==> src/rtl/pipelined_main_decoder.sv <==
// pipelined_main_decoder: D-stage main decoder for the RV32 matrix-MAC core.
// Decodes the opcode, registers the control bundle into the D/E boundary and
// sequences the multi-cycle custom MAC with a two-state FSM (IDLE, MAC_RUN).
// Optional build macro: ILLEGAL_OP_TRAP_EN enables the illegal-opcode pulse
// (illegal_e) and sticky flag (illegal_seen); without it both are tied to 0.
module pipelined_main_decoder #(
  parameter int unsigned MAC_LEN    = 4,
  parameter int unsigned CNT_W      = 2,
  parameter logic [6:0]  MAC_OPCODE = 7'b0001011
) (
  input  logic             clk,
  input  logic             rst,
  input  logic [6:0]       Op,
  input  logic             instr_valid,
  input  logic             stall_in,
  input  logic             flush,
  output logic             RegWrite_E,
  output logic [2:0]       ImmSrc_E,
  output logic             ALUSrc_E,
  output logic             MemWrite_E,
  output logic [1:0]       ResultSrc_E,
  output logic             Branch_E,
  output logic             Jump_E,
  output logic [1:0]       ALUOp_E,
  output logic             mac_en_e,
  output logic [CNT_W-1:0] mac_step_e,
  output logic             mac_last_e,
  output logic             busy_d,
  output logic             illegal_e,
  output logic             illegal_seen
);

  // Elaboration-time parameter sanity.
  if (MAC_LEN < 1) begin : gen_bad_mac_len
    $error("MAC_LEN must be at least 1");
  end
  if (CNT_W < 1 || (MAC_LEN > 1 && (1 << CNT_W) < MAC_LEN)) begin : gen_bad_cnt_w
    $error("CNT_W too narrow for MAC_LEN");
  end

  // RV32 opcodes handled by the fixed part of the decode table.
  localparam logic [6:0] OpR   = 7'b0110011;
  localparam logic [6:0] OpI   = 7'b0010011;
  localparam logic [6:0] OpLw  = 7'b0000011;
  localparam logic [6:0] OpSw  = 7'b0100011;
  localparam logic [6:0] OpB   = 7'b1100011;
  localparam logic [6:0] OpJal = 7'b1101111;
  localparam logic [6:0] OpLui = 7'b0110111;

  localparam logic [CNT_W-1:0] LastStep  = CNT_W'(MAC_LEN - 1);
  localparam logic             SingleMac = (MAC_LEN == 1);

  typedef enum logic [0:0] {
    StIdle,
    StMacRun
  } state_e;

  // Everything that crosses the D/E boundary, except the optional trap flags.
  typedef struct packed {
    logic             regWrite;
    logic [2:0]       immSrc;
    logic             aluSrc;
    logic             memWrite;
    logic [1:0]       resultSrc;
    logic             branch;
    logic             jump;
    logic [1:0]       aluOp;
    logic             macEn;
    logic [CNT_W-1:0] macStep;
  } ctrl_t;

  state_e stateQ, stateD;
  ctrl_t  ctrlQ, ctrlD;
  ctrl_t  decoded;
  logic   isMac;
  logic   isKnown;
  logic   macStepping;
  logic   [CNT_W-1:0] stepInc;

  // D-stage decode of the incoming opcode into a full control bundle.
  always_comb begin
    decoded = '0;
    isMac   = 1'b0;
    isKnown = 1'b1;
    if (Op == MAC_OPCODE) begin
      // The accumulator is written back only on the final step.
      isMac            = 1'b1;
      decoded.aluOp    = 2'b10;
      decoded.macEn    = 1'b1;
      decoded.macStep  = '0;
      decoded.regWrite = SingleMac;
    end else begin
      case (Op)
        OpR: begin
          decoded.regWrite = 1'b1;
          decoded.aluOp    = 2'b10;
        end
        OpI: begin
          decoded.regWrite = 1'b1;
          decoded.aluSrc   = 1'b1;
          decoded.aluOp    = 2'b10;
        end
        OpLw: begin
          decoded.regWrite  = 1'b1;
          decoded.aluSrc    = 1'b1;
          decoded.resultSrc = 2'b01;
        end
        OpSw: begin
          decoded.aluSrc   = 1'b1;
          decoded.memWrite = 1'b1;
          decoded.immSrc   = 3'b001;
        end
        OpB: begin
          decoded.branch = 1'b1;
          decoded.immSrc = 3'b010;
          decoded.aluOp  = 2'b01;
        end
        OpJal: begin
          decoded.regWrite  = 1'b1;
          decoded.jump      = 1'b1;
          decoded.immSrc    = 3'b011;
          decoded.resultSrc = 2'b10;
        end
        OpLui: begin
          decoded.regWrite = 1'b1;
          decoded.aluSrc   = 1'b1;
          decoded.immSrc   = 3'b100;
          decoded.aluOp    = 2'b11;
        end
        default: isKnown = 1'b0;
      endcase
    end
  end

  // A MAC is still stepping until its counter reaches the final step; on the
  // advance out of the final step the FSM accepts the next D instruction.
  assign macStepping = (stateQ == StMacRun) && (ctrlQ.macStep != LastStep);
  assign stepInc     = ctrlQ.macStep + CNT_W'(1);

  // Next-state and next E bundle: stall > flush > MAC stepping > accept.
  always_comb begin
    stateD = stateQ;
    ctrlD  = ctrlQ;
    if (stall_in) begin
      stateD = stateQ;
      ctrlD  = ctrlQ;
    end else if (flush) begin
      stateD = StIdle;
      ctrlD  = '0;
    end else if (macStepping) begin
      stateD           = StMacRun;
      ctrlD.macStep    = stepInc;
      ctrlD.regWrite   = (stepInc == LastStep);
    end else begin
      ctrlD  = instr_valid ? decoded : '0;
      stateD = (instr_valid && isMac && !SingleMac) ? StMacRun : StIdle;
    end
  end

  // D/E pipeline register and FSM state.
  always_ff @(posedge clk or negedge rst) begin
    if (!rst) begin
      stateQ <= StIdle;
      ctrlQ  <= '0;
    end else begin
      stateQ <= stateD;
      ctrlQ  <= ctrlD;
    end
  end

`ifdef ILLEGAL_OP_TRAP_EN
  logic illegalQ, illegalD;
  logic seenQ, seenD;

  // Trap flags follow the same stall/flush priority as the bundle; the sticky
  // flag only ever sets, so only reset clears it.
  always_comb begin
    illegalD = illegalQ;
    if (stall_in) begin
      illegalD = illegalQ;
    end else if (flush || macStepping) begin
      illegalD = 1'b0;
    end else begin
      illegalD = instr_valid && !isMac && !isKnown;
    end
    seenD = seenQ | illegalD;
  end

  // Trap flag registers.
  always_ff @(posedge clk or negedge rst) begin
    if (!rst) begin
      illegalQ <= 1'b0;
      seenQ    <= 1'b0;
    end else begin
      illegalQ <= illegalD;
      seenQ    <= seenD;
    end
  end

  assign illegal_e    = illegalQ;
  assign illegal_seen = seenQ;
`else
  logic unusedKnown;
  assign unusedKnown  = isKnown;
  assign illegal_e    = 1'b0;
  assign illegal_seen = 1'b0;
`endif

  assign RegWrite_E  = ctrlQ.regWrite;
  assign ImmSrc_E    = ctrlQ.immSrc;
  assign ALUSrc_E    = ctrlQ.aluSrc;
  assign MemWrite_E  = ctrlQ.memWrite;
  assign ResultSrc_E = ctrlQ.resultSrc;
  assign Branch_E    = ctrlQ.branch;
  assign Jump_E      = ctrlQ.jump;
  assign ALUOp_E     = ctrlQ.aluOp;
  assign mac_en_e    = ctrlQ.macEn;
  assign mac_step_e  = ctrlQ.macStep;
  assign mac_last_e  = ctrlQ.macEn && (ctrlQ.macStep == LastStep);
  // Decode holds only while MAC steps remain; never a function of stall_in.
  assign busy_d      = macStepping;

endmodule

==> config.mk <==
export PLATFORM = sky130hd
export DESIGN_NAME = pipelined_main_decoder
export DESIGN_NICKNAME = d
export VERILOG_FILES = /design/src/rtl/pipelined_main_decoder.sv
export SDC_FILE = /design/constraint.sdc
export NUM_CORES = 1
export LEC_CHECK = 0
export ABC_AREA = 1
export CORE_MARGIN = 4
export CORE_UTILIZATION = 39
export CTS_CLUSTER_SIZE = 24
export DETAILED_ROUTE_END_ITERATION = 7
export GPL_TIMING_DRIVEN = 0
export MAX_ROUTING_LAYER = met4
export PLACE_DENSITY_LB_ADDON = 0.1
export RECOVER_POWER = 25
export SLEW_MARGIN = 0
export SYNTH_ARGS = -nofsm -noshare
export SYNTH_HDL_FRONTEND = slang
export SYNTH_SLANG_ARGS = --single-unit
==> constraint.sdc <==
create_clock -name clk -period 1.22 [get_ports clk]
set_clock_uncertainty 0.1 [all_clocks]
set_input_delay 0.244 -clock clk [delete_from_list [all_inputs] [get_ports clk]]
set_output_delay 0.244 -clock clk [all_outputs]
set_load 0.01 [all_outputs]
---- Yosys cells after proc, flatten, opt, wreduce, memory -nomap -nowiden ----
Cells that the tools add are included.
word-level totals
  bits of input ports ..................... 12
  RAM bits ................................ 0
  register bits ........................... 16
  ROM bits ................................ 0
  memories kept ........................... 0
  bits in latches ......................... 0
operators by class
  multiply operators ...................... 0
  $add $sub $neg .......................... 1
  equal/unequal tests ..................... 12
  shifts and indexed selects .............. 0
  div/mod/pow operators ................... 0
  muxes and demuxes ....................... 21
  bitwise operators ....................... 1
  reductions and logical operators ........ 7
  order comparisons ....................... 0
operators by type and width
  kind                                            count
  2-to-1 mux 15 bit                               2
  == test 7 x 6 -> 1 bit (second input constant)  3
  == test 7 bit (second input constant)           2
  2-to-1 mux 12 bit                               1
  case mux 3 bit (4 select lines)                 1
  2-to-1 mux 1 bit                                11
  2-to-1 mux 9 bit                                1
  == test 7 x 2 -> 1 bit (second input constant)  1
  == test 7 x 4 -> 1 bit (second input constant)  1
  == test 7 x 5 -> 1 bit (second input constant)  1
  case mux 2 bit (3 select lines)                 1
  OR reduction 5 bit                              1
  == test 2 bit (second input constant)           2
  2-to-1 mux 2 bit                                2
  != test 2 bit (second input constant)           2
  case mux 2 bit (2 select lines)                 1
  OR reduction 4 bit                              1
  logical AND 1 bit                               3
  2-to-1 mux 3 bit                                1
  adder 2 x 1 -> 2 bit (second input constant)    1
  AND reduction 2 bit                             1
  OR reduction 2 bit                              1
  NOT 1 bit                                       1

---- Longest topological paths before layout ----
  depth after elaboration ................. 7
  depth in mapped cells ................... 9
  depth with buffers taken out ............ 9

---- Worst setup path after synthesis ----
No wires, ideal clock.
  path type ............................... reg-to-reg
  from .................................... register ctrlQ (netlist bit mac_step_e[0])
  to ...................................... register ctrlQ (netlist bit ALUSrc_E)
  setup slack ............................. -0.158 ns
  stages on the path, launching flop included .. 10
  buffers on the path ..................... 1
  library setup time ...................... 0.065 ns
  data arrival time ....................... 1.213 ns
  required time ........................... 1.055 ns
  cell sequence ........................... dfrtp_1 -> ha_1 -> inv_1 -> nand2_2 -> o21ai_2 -> buf_4 -> nand2_1 -> nand2_1 -> inv_1 -> nand2_1
on the way
  word-level cells in the longest chain between the ends .. 4
RTL lines
  item                                  line  RTL
  start: declaration                    73    ctrl_t ctrlQ, ctrlD;
  start signal: assignment              167   ctrlQ <= ctrlD;
  != test 2 bit                         137   assign macStepping = (stateQ == StMacRun) && (ctrlQ.macStep != LastStep);
  logical AND 1 bit                     137
  != test 2 bit (no source line)        --
  AND reduction 2 bit (no source line)  --
No other way between the ends.
A chain may end at the register's enable or synchronous reset.

---- Worst setup path after layout ----
  from .................................... register ctrlQ (netlist bit mac_step_e[0])
  to ...................................... output port busy_d
on the way
  word-level cells in the longest chain between the ends .. 2
RTL lines
  item               line  RTL
  != test 2 bit      137
  logical AND 1 bit  137
  end: declaration   28    output logic busy_d,
No other way between the ends.

==> flow_metrics.env <==
export IMPL_run_status="finished, violations left"
export IMPL_violations_in_the_final_reports="setup timing"
export IMPL_endpoint_kind="primary output"
export IMPL_gp_congestion=0.820
export IMPL_worst_setup_hold_path_clk_slew_ps=100
export IMPL_cts_hold_buffers_added=0
export IMPL_die_h_um=55.8
export IMPL_final_layout_size_suffix_gt1_share_pct=41.4
export IMPL_cts_tree="done"
export IMPL_first_global_vias=794
export IMPL_post_layout_total_power_mw=1.08
export IMPL_maximum_number_of_pins_on_one_net_before_global_route_repair=16
export IMPL_start_util_pct=40.7
export IMPL_multi_input_gate_area_in_the_final_layout_um2=528
export IMPL_flop_and_latch_count_out_of_synthesis=15
export IMPL_dp_hpwl_um=1540
export IMPL_synth_area_leader_cell="dfrtp_1"
export IMPL_route_antenna_remaining_nets=0
export IMPL_maxCapViolCount=0
export IMPL_p_leak_nw=0.799
export IMPL_ys_top_cells_by_area="dfrtp_1 42%, nand2_1 15%, nand3_1 7.3%, inv_1 7.2%, nor2_1 5.9%"
export IMPL_area_sequential_um2=375
export IMPL_antenna_cells_inserted=0
export IMPL_routed_via_density=4.50
export IMPL_post_synth_top_count_cell="nand2_1"
export IMPL_power_density_over_the_cells_nw_per_um2=764
export IMPL_yosys_warnings=0
export IMPL_layout_area_overhead_vs_synth_pct=59.1
export IMPL_post_synth_inst_count=123
export IMPL_rrSetupSlack_ps=-240
export IMPL_worst_r2r_cell_count=9
export IMPL_top_level_ports=31
export IMPL_final_hold_violation_count=0
export IMPL_period_minus_slack_ps=1500
export IMPL_initialDrtViolationCount=15
export IMPL_relSlewSlack_pct=54.2
export IMPL_cts_buffers_inserted=3
export IMPL_netlist_cell_type_count=18
export IMPL_worstHoldPathType="input pin to async pin"
export IMPL_route_detailed_wl_per_inst_um=10.3
export IMPL_worst_slew_pin_transition_ps=685
export IMPL_setup_tns_ps=-3290
export IMPL_synthFlopType="dfrtp_1"
export IMPL_final_worst_setup_slack_ps=-277
export IMPL_final_period_utilization_pct=123
export IMPL_grt_antenna_before_repair=0
export IMPL_layout_nets=184
export IMPL_final_hold_worst_slack_ps=331
export IMPL_port_buffers=28
export IMPL_cts_sink_count=15
export IMPL_number_of_enable_type_register_cells_in_the_synthesized_netlist=0
export IMPL_ctsLongestPathBuffers=2
export IMPL_synth_cell_area_um2=891
export IMPL_coreArea_um2=2190
export IMPL_crit_reg_reg_startpoint="mac_step_e[0]"
export IMPL_synth_seq_area_share_pct=42.1
export IMPL_timing_fmax_ghz=0.668
export IMPL_htree_levels=1
export IMPL_async_flop_share_pct=100
export IMPL_max_vdd_ir_drop_mv=0.435
export IMPL_grt_pass1_wl_um=3380
export IMPL_cp_data_arrival_time_ps=1150
export IMPL_yosys_top_cells_count="36 x nand2_1, 17 x inv_1, 15 x dfrtp_1"
export IMPL_critical_path_required_ps=880
export IMPL_post_synth_cell_area_avg_um2=7.24
export IMPL_clk_insertion_delay_late_ps=280
export IMPL_groute_usage_overall_pct=14.2
export IMPL_critPathLaunchType="register"
export IMPL_row_count=17
export IMPL_fillerInstances=189
export IMPL_destination_of_the_worst_register_to_register_timing_path="ALUOp_E[0]"
export IMPL_route_vias_total=886
export IMPL_floorplan_die_width_um=55.8
export IMPL_remaining_drc_errors=0
export IMPL_timing_final_setup_violations=20
export IMPL_globalRoute_totalOverflow=0
export IMPL_synth_top_area_share_pct=42.1
export IMPL_critical_path_max_fanout=3
export IMPL_firstDrtPassIters=4
export IMPL_routed_wirelength_um=2030
export IMPL_fp_dieArea_um2=3110
export IMPL_timing_max_transition_violations_final=0
export IMPL_clock_tree_root_cell="clkbuf_4"
export IMPL_grt_setup_unrepaired="yes"
export IMPL_setup_worst_path_class="register to primary output"
==> how the worst max path moves through the flow <==
| stage | from | endpoint | slack [ps] | cells after the start |
|---|---|---|---|---|
| CTS | mac_step_e[0] | busy_d | -280 | 5 |
| floorplan | mac_step_e[0] | ALUSrc_E | -130 | 9 |
| finish | mac_step_e[0] | busy_d | -280 | 5 |
| global placement | mac_step_e[0] | busy_d | -460 | 5 |
| detailed placement | mac_step_e[0] | busy_d | -460 | 5 |
| global route | mac_step_e[0] | busy_d | -340 | 5 |
==> placed cells by master, fill, tap and decap left out, drive strengths merged <==
cell            n
nand2          40
buf            34
inv            20
nor2           18
dfrtp          15
nand3          14
clkdlybuf4s50  10
o21ai           7
clkbuf          3
conb            2
ha              2
nand4           1
a21oi           1
clkinv          1
dlygate4sd3     1
==> cell families (layout without fill, tap and decap cells) <==
| logic type | count (synthesis) | count (layout) | synth area share, % |
|---|---|---|---|
| AND/OR/NAND/NOR | 73 | 73 | 37.5 |
| buffers and inverters | 24 | 69 | 11.8 |
| flip-flops | 15 | 15 | 42.1 |
| AO/OA/AOI/OAI | 8 | 8 | 5.34 |
| adder cells (fa/ha/maj) | 2 | 2 | 2.81 |
| other | 1 | 2 | 0.421 |
==> worst max-delay path: stages (launching register included) <==
cell and delay [ps]:
dfrtp_1 430, ha_4 180, inv_2 60, nand2_4 50
inv_2 60, buf_6 90
==> area by class of cell <==
class | count | share of cell area, %
plain buffers | 4 | 2.65
clock buffers | 3 | 1.59
clock inverters | 1 | 0.353
inverters | 20 | 5.30
multi-input cells | 85 | 37.2
flip-flops and latches | 15 | 26.5
well taps | 28 | 2.47
repair buffers | 41 | 23.9
==> state kept, by name, summed over array words and instances, names as in the netlist <==
name         count
ALUOp_E          2
ALUSrc_E         1
Branch_E         1
ImmSrc_E         3
MemWrite_E       1
RegWrite_E       1
ResultSrc_E      2
mac_en_e         1
mac_step_e       2
stateQ           1
==> report_power, final <==
part	internal [mW]	leakage [nW]	switching [mW]	total, mW
Sequential	0.511	0.205	0.0132	0.525
Clock	0.122	0.0177	0.170	0.291
Combinational	0.134	0.576	0.133	0.267
Total	0.767	0.799	0.316	1.08
==> metrics by stage <==
| stage | std cells | area [µm²] | utilization, % | setup WS, ps |
|---|---|---|---|---|
| after floorplan | 124 | 911 | - | -128 |
| after global placement | 180 | 1230 | 56.0 | -455 |
| after detailed placement | 180 | 1230 | 56.0 | -463 |
| after CTS | 193 | 1300 | 59.4 | -280 |
| after global routing | 197 | 1420 | 64.7 | -338 |
| final | 197 | 1420 | 64.7 | -277 |
==> metal layers <==
layer  global-route usage, %  wire (µm)  vias up
li1                        -          -      466
met1                    16.6        892      396
met2                    22.3        979       20
met3                    3.94        119        4
met4                    7.29         36        0
met5                       -          0        -
==> what timing repair did <==
item / 4_1_cts / 5_1_grt
buffers inserted: 9 / 4
pin swaps: 6 / 4
endpoints found under the hold margin: 0 / 0
resized for setup: 85 / 15
setup endpoints to repair: 32 / 21
Note: power is estimated with default switching activity, not from simulation.
